$ cat src/rtl/decade_pkg.sv
// decade_pkg: shared definitions for the decade timer controller and its
// digit datapath.
//   state_t        controller states (IDLE, RUN, PAUSED, DONE)
//   BCD_MAX        largest legal BCD digit value
//   clamp_bcd()    forces an out-of-range nibble down to BCD_MAX
package decade_pkg;

    typedef enum logic [1:0] {
        IDLE   = 2'd0,
        RUN    = 2'd1,
        PAUSED = 2'd2,
        DONE   = 2'd3
    } state_t;

    localparam logic [3:0] BCD_MAX = 4'd9;

    function automatic logic [3:0] clamp_bcd(input logic [3:0] nib);
        return (nib > BCD_MAX) ? BCD_MAX : nib;
    endfunction

endpackage

$ cat src/rtl/decade_digit.sv
// decade_digit: one mod-10 BCD digit.
//   clk     rising-edge clock
//   rstn    asynchronous active-low reset, clears the digit
//   en      increment this digit at the next edge (wraps 9 -> 0)
//   clr     synchronous clear, wins over en
//   out     current digit value
//   at_max  digit currently holds 9; feeds the controller's carry chain
module decade_digit
    import decade_pkg::*;
(
    input  logic       clk,
    input  logic       rstn,
    input  logic       en,
    input  logic       clr,
    output logic [3:0] out,
    output logic       at_max
);

    logic [3:0] out_q;

    // NOTE: sequential state is written only with non-blocking assignments so
    // every register samples pre-edge values regardless of block ordering.
    always_ff @(posedge clk or negedge rstn) begin
        if (!rstn) begin
            out_q <= 4'd0;
        end else if (clr) begin
            out_q <= 4'd0;
        end else if (en) begin
            out_q <= (out_q == BCD_MAX) ? 4'd0 : out_q + 4'd1;
        end
    end

    assign out    = out_q;
    assign at_max = (out_q == BCD_MAX);

endmodule

$ cat src/rtl/decade_timer_ctrl.sv
// decade_timer_ctrl: start/pause/clear sequencer driving a cascade of decade
// digits up to a captured BCD target.
//   DIGITS    number of cascaded BCD digits (count/target are 4*DIGITS wide)
//   PRESCALE  clocks per count tick while running (>= 1)
//   clk       rising-edge clock
//   rstn      asynchronous active-low reset
//   start     begin / resume / restart command (level-sampled)
//   pause     freeze the count while running (level-sampled)
//   clear     zero the count and return to idle (level-sampled, top priority)
//   target    BCD terminal value, captured when a start is accepted
//   count     current BCD count
//   busy      high in RUN and PAUSED
//   tick      combinational: an increment happens at the next edge
//   done      one-cycle registered pulse when the count reaches the target
module decade_timer_ctrl
    import decade_pkg::*;
#(
    parameter int DIGITS   = 2,
    parameter int PRESCALE = 4
) (
    input  logic                  clk,
    input  logic                  rstn,
    input  logic                  start,
    input  logic                  pause,
    input  logic                  clear,
    input  logic [4*DIGITS-1:0]   target,
    output logic [4*DIGITS-1:0]   count,
    output logic                  busy,
    output logic                  tick,
    output logic                  done
);

    localparam int              PW         = (PRESCALE > 1) ? $clog2(PRESCALE) : 1;
    localparam logic [PW-1:0]   PRESC_LAST = PW'(PRESCALE - 1);

    state_t                state_q, state_d;
    logic [PW-1:0]         presc_q, presc_d;
    logic [4*DIGITS-1:0]   target_q, target_d;
    logic                  done_q, done_d;

    logic                  digit_clr;
    logic [DIGITS-1:0]     digit_en;
    logic [DIGITS-1:0]     at_max;
    logic [4*DIGITS-1:0]   count_next;
    logic [4*DIGITS-1:0]   target_clamped;
    logic                  hit;

    // ------------------------------------------------------------------
    // Digit datapath
    // ------------------------------------------------------------------
    for (genvar k = 0; k < DIGITS; k++) begin : g_digit
        decade_digit u_digit (
            .clk    (clk),
            .rstn   (rstn),
            .en     (digit_en[k]),
            .clr    (digit_clr),
            .out    (count[4*k +: 4]),
            .at_max (at_max[k])
        );
    end

    assign tick = (state_q == RUN) && (presc_q == PRESC_LAST) && !clear && !pause;

    // Ripple carry: digit k steps when the tick reaches it through all lower
    // digits sitting at 9. count_next mirrors what the digits will hold after
    // the edge so the terminal compare can fire on the same edge.
    always_comb begin
        logic carry;
        carry      = tick;
        digit_en   = '0;
        count_next = count;
        for (int k = 0; k < DIGITS; k++) begin
            digit_en[k] = carry;
            if (carry) begin
                count_next[4*k +: 4] = at_max[k] ? 4'd0 : count[4*k +: 4] + 4'd1;
            end
            carry = carry & at_max[k];
        end
    end

    always_comb begin
        target_clamped = '0;
        for (int k = 0; k < DIGITS; k++) begin
            target_clamped[4*k +: 4] = clamp_bcd(target[4*k +: 4]);
        end
    end

    assign hit = tick && (count_next == target_q);

    // ------------------------------------------------------------------
    // Control FSM
    // ------------------------------------------------------------------
    always_ff @(posedge clk or negedge rstn) begin
        if (!rstn) begin
            state_q  <= IDLE;
            presc_q  <= '0;
            target_q <= '0;
            done_q   <= 1'b0;
        end else begin
            state_q  <= state_d;
            presc_q  <= presc_d;
            target_q <= target_d;
            done_q   <= done_d;
        end
    end

    // NOTE: every signal written here is given a default first, so no path
    // through the case can leave one unassigned and infer a latch.
    always_comb begin
        state_d   = state_q;
        presc_d   = presc_q;
        target_d  = target_q;
        done_d    = 1'b0;
        digit_clr = 1'b0;

        if (clear) begin
            state_d   = IDLE;
            presc_d   = '0;
            digit_clr = 1'b1;
        end else begin
            unique case (state_q)
                IDLE, DONE: begin
                    if (start) begin
                        target_d  = target_clamped;
                        presc_d   = '0;
                        digit_clr = 1'b1;
                        if (target_clamped == '0) begin
                            state_d = DONE;
                            done_d  = 1'b1;
                        end else begin
                            state_d = RUN;
                        end
                    end
                end
                RUN: begin
                    // start is ignored here; pause freezes prescaler and count.
                    if (pause) begin
                        state_d = PAUSED;
                    end else if (tick) begin
                        presc_d = '0;
                        if (hit) begin
                            state_d = DONE;
                            done_d  = 1'b1;
                        end
                    end else begin
                        presc_d = presc_q + 1'b1;
                    end
                end
                PAUSED: begin
                    if (start) begin
                        state_d = RUN;
                    end
                end
                default: state_d = IDLE;
            endcase
        end
    end

    assign busy = (state_q == RUN) || (state_q == PAUSED);
    assign done = done_q;

endmodule

$ cat config.mk
export PLATFORM = sky130hd
export DESIGN_NAME = decade_timer_ctrl
export DESIGN_NICKNAME = d
export VERILOG_FILES = /design/src/rtl/decade_pkg.sv /design/src/rtl/decade_digit.sv /design/src/rtl/decade_timer_ctrl.sv
export SDC_FILE = /design/constraint.sdc
export NUM_CORES = 1
export LEC_CHECK = 0
export CAP_MARGIN = 10
export CORE_MARGIN = 2
export CORE_UTILIZATION = 55
export DETAILED_ROUTE_END_ITERATION = 6
export PLACE_DENSITY_LB_ADDON = 0.05
export SLEW_MARGIN = 20
export SYNTH_ARGS = -nofsm -noshare
export SYNTH_HDL_FRONTEND = slang
export SYNTH_SLANG_ARGS = --single-unit
$ cat constraint.sdc
create_clock -name clk -period 7.08 [get_ports clk]
set_clock_uncertainty 0.2 [all_clocks]
set_input_delay 1.416 -clock clk [delete_from_list [all_inputs] [get_ports clk]]
set_output_delay 1.416 -clock clk [all_outputs]
set_load 0.005 [all_outputs]
==> impl_metrics.yaml <==
synth:
  synthSimpleGateAreaFrac_pct: 27.27
  netlist_instances: 167
  synth-seq-area-share_pct: 34.60
  synth_edf_count: 0
  synthTopCellsByCount: "dfrtp_1, nor2_1, o21ai_0"
  synth-main-ff-cell: "dfrtp_1"
  synthXorXnorAreaFrac_pct: 0.5766
  yosys.cell_types.count: 51
  synth_area_leaders: "dfrtp_1, ha_1, o21ai_0, nor2_1, a21oi_1"
  ys_seq_elements: 21
  synth_top_family_by_area: "simple AND/OR/NAND/NOR gates"
  syn_area_per_cell_um2: 9.096
  synthesis.nets: 187
  post-synth-top-count-cell: "dfrtp_1"
  synth_adder_area_share_pct: 5.766
  synth_top_area_share_pct: 34.60
  yosys.area.top_type: "dfrtp_1"
  async_flop_share_pct: 100.0
  synth-compound-area-share_pct: 24.55
  synth_area_um2: 1519
  yosysWarnings: 0
  synth_mux_area_share_pct: 1.483
clock_tree:
  clock_path_buffers: 2
  post_cts_resized: 0
  cts_setup_buffers: 0
  clock_latency_ps: 310
  clk_pin_slew_ps: 130
  cts-buffers-inserted: 3
  cts-htree-levels: 1
  cts_root_buffer: "clkbuf_4"
  cts_tree: "done"
  cts.sinks: 21
  cts_hold_buffers: 0
finish:
  layout-drive-gt1-share_pct: 9.524
  stdcell_count: 220
  final_nets: 210
  area_delta_synth_final_pct: 16.56
  diodes: 0
setup_path:
  worstSetupStartpointType: "primary input"
  cp.required_ps: 5460
  cp_max_fo: 14
  critPathArrivalTime_ps: 3080
  r2r_cells: 7
  end_kind: "primary output"
  worst-setup-path-type: "in -> out"
floorplanning:
  start_util_pct: 56.54
  die_y_um: 56.55
  die_x_um: 56.55
  die-area_um2: 3198
  core_region_area_um2: 2686
  ios: 24
  num_rows: 19
sta:
  hold_violations: 0
  whs_ps: 300.7
  relSlewSlack_pct: 35.03
  setup_violations: 0
  fmax_ghz: 0.2129
  slew_viol_final: 0
  setup_tns_ps: 0
  rsz0062_at_grt: "false"
  period_needed_ps: 4697
  finalCritPeriodShare_pct: 66.35
  worstMarginPinSlew_ps: 971.5
global_route:
  grt_overflow: 0
  antenna_found_initial: 0
  grt_max_degree: 22
  grt_pass1_vias: 1293
  grt_pass1_wl_mm: 5.823
  track_usage_pct: 22.81
detailed_routing:
  num_vias: 1356
  route.detailed.drc: 0
  dr.pass1.iters: 4
  avgRoutedWirePerCell_um: 15.13
  drt-initial-drc-count: 37
  vias_per_cell: 6.164
  drt-total-wl_mm: 3.328
  ant_nets: 0
pwr:
  leakagePower_nw: 0.7056
  power_density_nw_per_um2: 191.6
  power.total_uw: 339.2
  ir_drop_v: 0.0001427
job:
  cap_violations: 0
hold_path:
  hold_depth: 2
  min_path_type: "reg -> reg"
outcome:
  outcome: "complete, no violations"
place:
  finalWeightedCongestion: 0.8602
  place_inst: 216
  portBuffers: 23
  dp_hpwl_mm: 2.526
## power by group
part / leakage [nW] / internal (mW) / switching [mW]
Combinational: 0.408 / 0.0525 / 0.0657
Sequential: 0.280 / 0.141 / 0.0199
Clock: 0.0177 / 0.0211 / 0.0392
Total: 0.706 / 0.214 / 0.125
## final cells by class
cell class | count | area [µm²]
Timing Repair Buffer | 23 | 230.2
Fill cell | 238 | 915.9
Clock buffer | 3 | 22.52
Clock inverter | 1 | 5.005
Multi-Input combinational cell | 131 | 905.9
Sequential cell | 21 | 525.5
Inverter | 10 | 42.54
Tap cell | 31 | 38.79
## through the flow
stage          util [%]  instance area [µm²]  setup slack [ps]
3_5_place_dp      64.88                 1743              2385
6_report          65.91                 1770              2383
3_3_place_gp      64.88                 1743              2445
2_1_floorplan         -                 1519              3596
5_1_grt           65.91                 1770              2296
4_1_cts           65.91                 1770              2385
## critical path, stage by stage
cell and delay [ps]:
clkdlybuf4s50_1 570, nand4bb_4 410, clkinv_4 170, clkdlybuf4s50_1 510
## logic make-up after synthesis
| group | after synthesis |
|---|---|
| compound gates | 52 |
| xor+xnor | 1 |
| fa+ha+maj | 7 |
| buf+inv | 15 |
| flops | 21 |
| mux | 2 |
| simple gates | 69 |
## state kept, by name, summed over array words and instances, names as in the netlist
signal and flops:
g_digit.u_digit.out 8, target_q 8, presc_q 2, state_q 2, done 1
## metal layers
layer  GRT usage, %  vias to the layer above  wire (µm)
met3          3.687                        6        137
met1          30.16                      650       1585
met5              0                        -          0
met2          38.04                       30       1558
met4          7.143                        0         46
li1               -                      670          -
## path summary, 6_finish.rpt
path,slack [ps],startpoint,to
min in group asynchronous,1420,rstn,g_digit[0].u_digit.out[2]
worst min register to register,300,target_q[6],target_q[6]
max in group asynchronous,4660,rstn,state_q[1]
worst max register to register,4210,g_digit[0].u_digit.out[0],state_q[1]
worst max-delay path,2380,clear,tick
worst min-delay path,300,target_q[6],target_q[6]
## cells in the final DEF (no fill, tap or decap), types with 3 or more instances in the layout
cell             netlist  layout
clkdlybuf4s50_1        0      23
dfrtp_1               21      21
nor2_1                15      15
o21ai_0               15      15
nand2_1               12      12
a21oi_1               11      11
inv_1                  9       9
nand2b_1               7       7
ha_1                   7       7
nor4_1                 4       4
nand4_1                4       4
or3_1                  4       4
nand3_1                4       4
o21a_1                 3       3
nand3b_1               3       3
a31oi_1                3       3
clkbuf_4               0       3
No activity file was read; power rests on OpenSTA's default activity.
